[config.mk]
export PLATFORM = sky130hd
export DESIGN_NAME = bcd_round_arbiter
export DESIGN_NICKNAME = d
export VERILOG_FILES = /design/src/rtl/bcd_round_arbiter.sv
export SDC_FILE = /design/constraint.sdc
export NUM_CORES = 1
export LEC_CHECK = 0
export CELL_PAD_IN_SITES_DETAIL_PLACEMENT = 1
export CELL_PAD_IN_SITES_GLOBAL_PLACEMENT = 2
export CORE_MARGIN = 4
export CORE_UTILIZATION = 22
export CTS_CLUSTER_DIAMETER = 100
export CTS_CLUSTER_SIZE = 40
export DETAILED_ROUTE_END_ITERATION = 12
export PLACE_DENSITY_LB_ADDON = 0.1
export SKIP_CTS_REPAIR_TIMING = 1
export SLEW_MARGIN = 5
export SYNTH_ARGS = -nofsm -noshare
export SYNTH_HDL_FRONTEND = slang
export SYNTH_SLANG_ARGS = --single-unit
[constraint.sdc]
create_clock -name clk -period 1.9 [get_ports clk]
set_input_delay 0.19 -clock clk [delete_from_list [all_inputs] [get_ports clk]]
set_output_delay 0.19 -clock clk [all_outputs]
set_load 0.02 [all_outputs]
[src/rtl/bcd_round_arbiter.sv]
// Round-robin arbiter sharing one BCD rounding unit between two requesters.
// The winner's operand is issued, the result (or a timeout marker) is returned.
module bcd_round_arbiter #(
  parameter int unsigned TIMEOUT = 64,
  parameter int unsigned ERR_W   = 8
) (
  input  logic             clk,
  input  logic             rst,
  input  logic             req0,
  input  logic [23:0]      bcd0,
  input  logic             req1,
  input  logic [23:0]      bcd1,
  output logic             gnt0,
  output logic             gnt1,
  output logic [19:0]      res_data,
  output logic             res_valid0,
  output logic             res_valid1,
  output logic             res_err,
  output logic [ERR_W-1:0] err_cnt,
  output logic             ru_start,
  output logic [23:0]      ru_bcd_in,
  input  logic [19:0]      ru_bcd_out,
  input  logic             ru_done
);

  localparam int unsigned   TW     = $clog2(TIMEOUT);
  localparam logic [TW-1:0] T_LAST = TW'(TIMEOUT - 1);

  typedef enum logic [1:0] {IDLE, ISSUE, WAIT, RESP} state_t;

  state_t        state;
  state_t        state_nx;
  logic          owner;
  logic          owner_nx;
  logic          ptr;
  logic [TW-1:0] timer;
  logic          grant;
  logic          finish;
  logic          expire;

  always_ff @(posedge clk) begin
    if (rst) begin
      state <= IDLE;
    end else begin
      state <= state_nx;
    end
  end

  always_comb begin
    state_nx = state;
    owner_nx = owner;
    case (state)
      IDLE: begin
        if (req0 && (!req1 || !ptr)) begin
          owner_nx = 1'b0;
          state_nx = ISSUE;
        end else if (req1) begin
          owner_nx = 1'b1;
          state_nx = ISSUE;
        end
      end
      ISSUE: state_nx = WAIT;
      WAIT: begin
        if (ru_done || timer == T_LAST) begin
          state_nx = RESP;
        end
      end
      RESP:    state_nx = IDLE;
      default: state_nx = IDLE;
    endcase
  end

  // Pulses are registered one edge early so they line up with the ISSUE/RESP cycles.
  always_comb begin
    grant  = (state == IDLE) && (state_nx == ISSUE);
    finish = (state == WAIT) && (state_nx == RESP);
    expire = finish && !ru_done;
  end

  always_ff @(posedge clk) begin
    if (rst) begin
      owner      <= 1'b0;
      ptr        <= 1'b0;
      timer      <= '0;
      gnt0       <= 1'b0;
      gnt1       <= 1'b0;
      ru_start   <= 1'b0;
      ru_bcd_in  <= '0;
      res_valid0 <= 1'b0;
      res_valid1 <= 1'b0;
      res_err    <= 1'b0;
      res_data   <= '0;
      err_cnt    <= '0;
    end else begin
      owner      <= owner_nx;
      gnt0       <= grant && !owner_nx;
      gnt1       <= grant && owner_nx;
      ru_start   <= grant;
      res_valid0 <= finish && !owner;
      res_valid1 <= finish && owner;
      res_err    <= expire;
      if (grant) begin
        ru_bcd_in <= owner_nx ? bcd1 : bcd0;
      end
      if (state == ISSUE) begin
        timer <= '0;
      end else if (state == WAIT) begin
        timer <= timer + 1'b1;
      end
      if (finish) begin
        res_data <= expire ? '1 : ru_bcd_out;
      end
      if (expire && err_cnt != '1) begin
        err_cnt <= err_cnt + 1'b1;
      end
      if (state == RESP) begin
        ptr <= ~owner;
      end
    end
  end

endmodule
=== Word-level counts from Yosys, hierarchy flattened ===
Index checks and enable logic that the tools add are counted.

* Bitwise gates (word level): 1
* Eq/ne operators: 7
* Add/subtract/negate cells: 2
* Reductions and logical operators: 18
* Mux-type cells: 9

{| class="wikitable"
|+ Operators by type and width
! kind !! number
|-
| $mux 24 || 1
|-
| $mux 20 || 1
|-
| $logic_and 1x1->1 || 9
|-
| $add 8x1->8 const B || 1
|-
| $ne 8x8->1 const B || 1
|-
| $pmux 2 s4 || 1
|-
| $add 6x1->6 const B || 1
|-
| $eq 2x2->1 const B || 3
|-
| $eq 6x6->1 const B || 1
|-
| $mux 2 || 3
|-
| $logic_not 1->1 || 5
|-
| $eq 2x1->1 const B || 2
|-
| $mux 1 || 3
|-
| $logic_not 2->1 || 1
|-
| $logic_or 1x1->1 || 2
|-
| $reduce_or 2->1 || 1
|-
| $not 1->1 || 1
|}

* Input port bits: 73
* Register bits after elaboration: 68
* Output and inout port bits: 58

=== Longest topological paths before layout ===
Gate-level depths: netlist of run 1.

* Depth in word-level cells: 9
* Mapped depth: 9

=== Worst setup path after synthesis of run 1 ===
Ideal clock, no wire load.

* Kind: flip-flop to flip-flop
* Start: register state[0]
* End: register ru_bcd_in[14]
* Cell stages (with the launch flop): 8
* Data arrival time: 1.917 ns
* Required time: 1.819 ns
* Setup slack: -0.098 ns
* Cell sequence: dfxtp_1 inv_1 ha_1 nand2b_1 nor2_1 clkbuf_1 a21oi_1 a211oi_2

* Elaborated cells between the ends (all ways): 12
* Those cells by class: eq/ne (4); mux (6); reduce/logical (2)

{| class="wikitable"
|+ RTL lines
! what !! line !! text
|-
| from (decl) || 31 || <nowiki>state_t state;</nowiki>
|-
| from (signal assigned) || 45 || <nowiki>state <= state_nx;</nowiki>
|-
| $eq 2x2->1 (tied with other cells) || 52 || <nowiki>case (state)</nowiki>
|-
| $pmux 2 s4 (*) || 52 ||
|-
| via state_nx[1] || 32 || <nowiki>state_t state_nx;</nowiki>
|-
| $eq 2x1->1 (*) || 75 || <nowiki>grant = (state == IDLE) && (state_nx == ISSUE);</nowiki>
|-
| $logic_and 1x1->1 (*) || 75 ||
|-
| to (signal assigned) || 103 || <nowiki>ru_bcd_in <= owner_nx ? bcd1 : bcd0;</nowiki>
|-
| to (decl) || 21 || <nowiki>output logic [23:0] ru_bcd_in,</nowiki>
|}

Mark *: on every way through the listed nets, which the timed path passes. The rest lies on a longest branch.
A chain may end at the register's enable or synchronous reset.

=== Worst setup path after layout of run 1 ===
* Start: register state[1]
* End: register res_data[3]

* Longest elaborated chain between the ends: 7
* Elaborated cells between the ends (all ways): 12
* Those cells by class: eq/ne (4); mux (5); reduce/logical (3)

{| class="wikitable"
|+ RTL lines
! what !! line !! text
|-
| $mux 2 || 57 || <nowiki>end else if (req1) begin</nowiki>
|-
| $mux 2 || 54 || <nowiki>if (req0 && (!req1 || !ptr)) begin</nowiki>
|-
| $pmux 2 s4 || 52 ||
|-
| $eq 2x2->1 || 76 || <nowiki>finish = (state == WAIT) && (state_nx == RESP);</nowiki>
|-
| $logic_and 1x1->1 (*) || 76 ||
|-
| $logic_and 1x1->1 || 77 || <nowiki>expire = finish && !ru_done;</nowiki>
|-
| $mux 20 || 111 || <nowiki>res_data <= expire ? '1 : ru_bcd_out;</nowiki>
|-
| to (signal assigned) || 111 ||
|-
| to (decl) || 15 || <nowiki>output logic [19:0] res_data,</nowiki>
|}

Mark *: on every way between the ends. The rest lies on a longest branch, timed or not.

==> reports/qor.log, run 1 <==
[synthesis] net count after synthesis 406
[synthesis] unique cell type count in the Yosys netlist 42
[worst_setup_path] nature of the critical path endpoint flop
[cts] Root Driver sky130_fd_sc_hd__clkbuf_16
[global_route] antenna violations before repair 0
[status] result of the run finished, final reports clean
[detailed_routing] DR DRC count 0
[synthesis] synthesized area divided by synthesized cell count 9.70 um^2
[cts] source-to-sink clock delay at the later pin of the worst-skew pair 0.33 ns
[die] area of the core 0.0140 mm^2
[synthesis] post-synthesis cell count 326
[detailed_routing] wire per inst 16.5 um
[layout] area of the multi-input gates 0.00178 mm^2
[cts] Clock Path Buffers 2
[layout] storage element area 0.00136 mm^2
[timing] tightest slew margin relative to the limit 62.0%
[timing] Final setup violation count 0
[pwr] final total power 6.96 mW
[layout] share of layout cells above drive strength 1 22.0%
[detailed_routing] Met3 Routed Length 692 um
[worst_setup_path] CP peak stage delay 0.51 ns
[timing] fin crit share 95.6%
[worst_setup_path] maximum fanout along the worst path 21
[die] die extent in y 128 um
[layout] top library cells by usage in the layout, fill and taps aside sky130_fd_sc_hd__clkdlybuf4s50_1 (129), sky130_fd_sc_hd__dfxtp_1 (66), sky130_fd_sc_hd__a21oi_1 (35), sky130_fd_sc_hd__mux2i_1 (25)
[worst_setup_path] Crit-path slowest cell sky130_fd_sc_hd__or4b_4
[timing] Worst Tran Pin Value 0.570 ns
[timing] smallest hold slack 0.340 ns
[global_route] number of global-route vias before repair 3262
[detailed_routing] via-per-instance ratio 4.61
[die] area enclosed by the die boundary 0.0164 mm^2
[worst_setup_path] instance count on the critical path 7
[worst_setup_path] Reg2Reg Depth 7
[worst_setup_path] category of the worst setup path launch point flop
[die] I/O pins 131
[synthesis] share of synthesized area occupied by flip-flops and latches 43.1%
[worst_setup_path] combined buffer and inverter count along the critical path 2
[layout] Filler cells 1584
[pwr] maximum resistive drop on vdd 0.508 mV
[cts] clock transition at the registers of the reported paths 0.05 ns
[worst_hold_path] Hold Path Origin rst
[timing] skew final 0.00654 ns
[detailed_routing] routed metal-1 wirelength 5090 um
[layout] post-route standard cell area excluding fillers 0.00526 mm^2
[synthesis] area of the mapped netlist 0.00316 mm^2
[worst_setup_path] cell type group with the largest total delay on the critical path simple AND/OR/NAND/NOR gates
[synthesis] number of register bits inferred by synthesis 68
[worst_setup_path] category of the critical setup timing path reg -> reg
[placed_design] placed wire-length estimate after detailed placement 7710 um
[timing] Final min period 1.82 ns
[timing] RSZ-0062 raised after global routing yes
[global_route] total congestion overflow 0
[timing] total negative slack for setup checks 0 ns
[synthesis] dominant cells by area after synthesis sky130_fd_sc_hd__dfxtp_1 (43%), sky130_fd_sc_hd__a21oi_1 (7.9%), sky130_fd_sc_hd__mux2i_1 (7.9%)
[detailed_routing] number of iterations in the first detailed-routing pass 4
[layout] n_diodes 0
[cts] number of H-tree branching levels 3
[cts] TritonCTS buffer count 9
[layout] most common library cell in the layout ignoring fill and taps sky130_fd_sc_hd__clkdlybuf4s50_1
[worst_setup_path] Worst R2R End res_data[3]
[detailed_routing] vias post-DR 3003
[worst_setup_path] series of cell instances along the critical path inv_2 > ha_4 > or4b_4 > and3_4 > buf_12 > a21oi_1 > nor3_1
[pwr] leakage power summed over all cells 1.78 nW
[die] x dimension of the die 128 um
[synthesis] area share of the largest cell type after synthesis 43.1%
[worst_setup_path] R2R Setup Slk 0.08 ns
[placed_design] PortBufs 130
[detailed_routing] DRT iter0 DRCs 106
[job] max-cap violations 0
[worst_hold_path] class of the tightest hold or removal check in -> reg
[timing] highest achievable clock rate 551 MHz
[placed_design] placed cell areas 0.00481 mm^2
[detailed_routing] total length of routed wires 10800 um
[detailed_routing] met2 wirelength from detailed routing 4790 um
[global_route] combined global-route utilization of all metal layers 13.0%
[worst_hold_path] endpoint with the worst hold slack state[0]
[worst_hold_path] worst hold path depth 2
[global_route] wire length of the first global-routing pass 16900 um
[worst_setup_path] startpoint of the most critical register-to-register path state[1]
[synthesis] number of warnings reported in the yosys synthesis log 0
[pwr] power density of the placed cells 1320 mW/mm^2
[layout] synth-to-layout area growth 66.2%
[die] Initial Util 22.6%
[worst_setup_path] Arrival @ worst endpoint 2.01 ns
[cts] sink count of the clock tree 68
[cts] CTS tree built
[global_route] largest net degree at the start of global routing 27
[synthesis] cell accounting for the most synthesized area sky130_fd_sc_hd__dfxtp_1
[worst_setup_path] required time worst endpoint 2.10 ns
[placed_design] gp weighted congestion 0.734
[timing] final number of hold-violating endpoints 0
[layout] nets@finish 549
[die] Rows 43
[detailed_routing] highest routed layer met4
[timing] Slew Limit Fails 0
[detailed_routing] remaining antenna violation count after routing 0
-- kinds of logic (layout without fill, tap and decap cells) --
family	Yosys count	in the layout	share of synthesized area, %
flip-flops	68	68	43.1
XOR/XNOR	4	4	1.11
AO/OA/AOI/OAI	87	87	20.1
multiplexers	28	28	8.98
buffers and inverters	34	178	5.58
AND/OR/NAND/NOR	98	100	18.4
adder cells (fa/ha/maj)	7	7	2.77
-- power breakdown --
group          internal (mW)  leakage, nW  switching (mW)
logic                   1.64         1.08            1.88
registers               1.72        0.555           0.162
clock network          0.970        0.140           0.586
-- sequential cells by signal, indices dropped and copies added, names as in the netlist, 2 cells and up --
name,cells
err_cnt,8
res_data,20
ru_bcd_in,24
timer,6
state,2
-- stage by stage --
step / setup WS [ns] / util, % / cells
detailed placement: -0.201 / 34.4 / 636
finish: 0.0836 / 37.6 / 652
global placement: -0.165 / 34.4 / 636
CTS: -0.119 / 36.4 / 650
floorplan: 0.0542 / - / 326
global route: -0.0480 / 37.6 / 652
-- cells in the mapped netlist --
cell type and instances:
sky130_fd_sc_hd__nor2b_1 5, sky130_fd_sc_hd__xnor2_1 1, sky130_fd_sc_hd__nor4b_1 2, sky130_fd_sc_hd__nor3b_1 22, sky130_fd_sc_hd__a2111o_1 1, sky130_fd_sc_hd__inv_1 4, sky130_fd_sc_hd__buf_2 9, sky130_fd_sc_hd__clkbuf_1 15
sky130_fd_sc_hd__xor2_1 3, sky130_fd_sc_hd__and2_1 1, sky130_fd_sc_hd__a2111oi_2 1, sky130_fd_sc_hd__o21a_1 1, sky130_fd_sc_hd__nand2_1 6, sky130_fd_sc_hd__o31ai_1 2, sky130_fd_sc_hd__buf_4 2, sky130_fd_sc_hd__or3b_2 1
sky130_fd_sc_hd__and4_4 1, sky130_fd_sc_hd__nand4_1 4, sky130_fd_sc_hd__and3_1 1, sky130_fd_sc_hd__dfxtp_1 68, sky130_fd_sc_hd__nor2_1 13, sky130_fd_sc_hd__a211oi_2 19, sky130_fd_sc_hd__a32o_1 1, sky130_fd_sc_hd__o2111ai_1 2
sky130_fd_sc_hd__and2_4 1, sky130_fd_sc_hd__nand3_1 4, sky130_fd_sc_hd__or2_2 1, sky130_fd_sc_hd__or4b_1 1, sky130_fd_sc_hd__or3_1 2, sky130_fd_sc_hd__buf_6 4, sky130_fd_sc_hd__a211oi_1 6, sky130_fd_sc_hd__nand2b_1 2
sky130_fd_sc_hd__o21ai_0 3, sky130_fd_sc_hd__or4_1 2, sky130_fd_sc_hd__nor4_1 4, sky130_fd_sc_hd__nand3b_1 2, sky130_fd_sc_hd__nor3_1 23, sky130_fd_sc_hd__a311o_1 1, sky130_fd_sc_hd__mux2i_1 25, sky130_fd_sc_hd__ha_1 7
sky130_fd_sc_hd__a21oi_1 50, sky130_fd_sc_hd__mux2_1 3
-- routing by layer --
| metal | up-vias | track usage [%] |
|---|---|---|
| li1 | 1489 | - |
| met4 | 0 | 5.24 |
| met1 | 1422 | 17.1 |
| met3 | 12 | 4.17 |
| met5 | - | 0 |
| met2 | 80 | 19.7 |
-- cell type report --
| cell class | instances | share of cell area [%] |
|---|---|---|
| clock buffer | 12 | 5.07 |
| clock inverter | 2 | 0.190 |
| inverter | 4 | 0.333 |
| multi-input combinational | 226 | 33.9 |
| sequential | 68 | 26.0 |
| tap | 180 | 4.29 |
| timing repair buffer | 160 | 30.3 |
-- worst max-delay path by stage --
stage | slack (ns) | to | start
2_1_floorplan | 0.05 | gnt1 | state[0]
3_3_place_gp | -0.17 | res_data[5] | req1
6_report | 0.08 | res_data[3] | state[1]
5_1_grt | -0.05 | err_cnt[0] | state[1]
3_5_place_dp | -0.20 | res_data[13] | req1
4_1_cts | -0.12 | res_data[18] | state[0]
-- worst reg2reg max path, cell delays in order, from the launching register on --
cell                      delay [ns]
sky130_fd_sc_hd__dfxtp_1        0.32
sky130_fd_sc_hd__inv_2          0.11
sky130_fd_sc_hd__ha_4           0.15
sky130_fd_sc_hd__or4b_4         0.51
sky130_fd_sc_hd__and3_4         0.22
sky130_fd_sc_hd__buf_12         0.16
sky130_fd_sc_hd__a21oi_1        0.16
sky130_fd_sc_hd__nor3_1         0.06
Note: power is estimated with default switching activity, not from simulation.
==> run 2, diff against run 1 <==
- HOLD_SLACK_MARGIN: default -> 0.12
==> results of run 2 <==
Same layout as run 1: the final DEF is identical, and so are final timing and power.
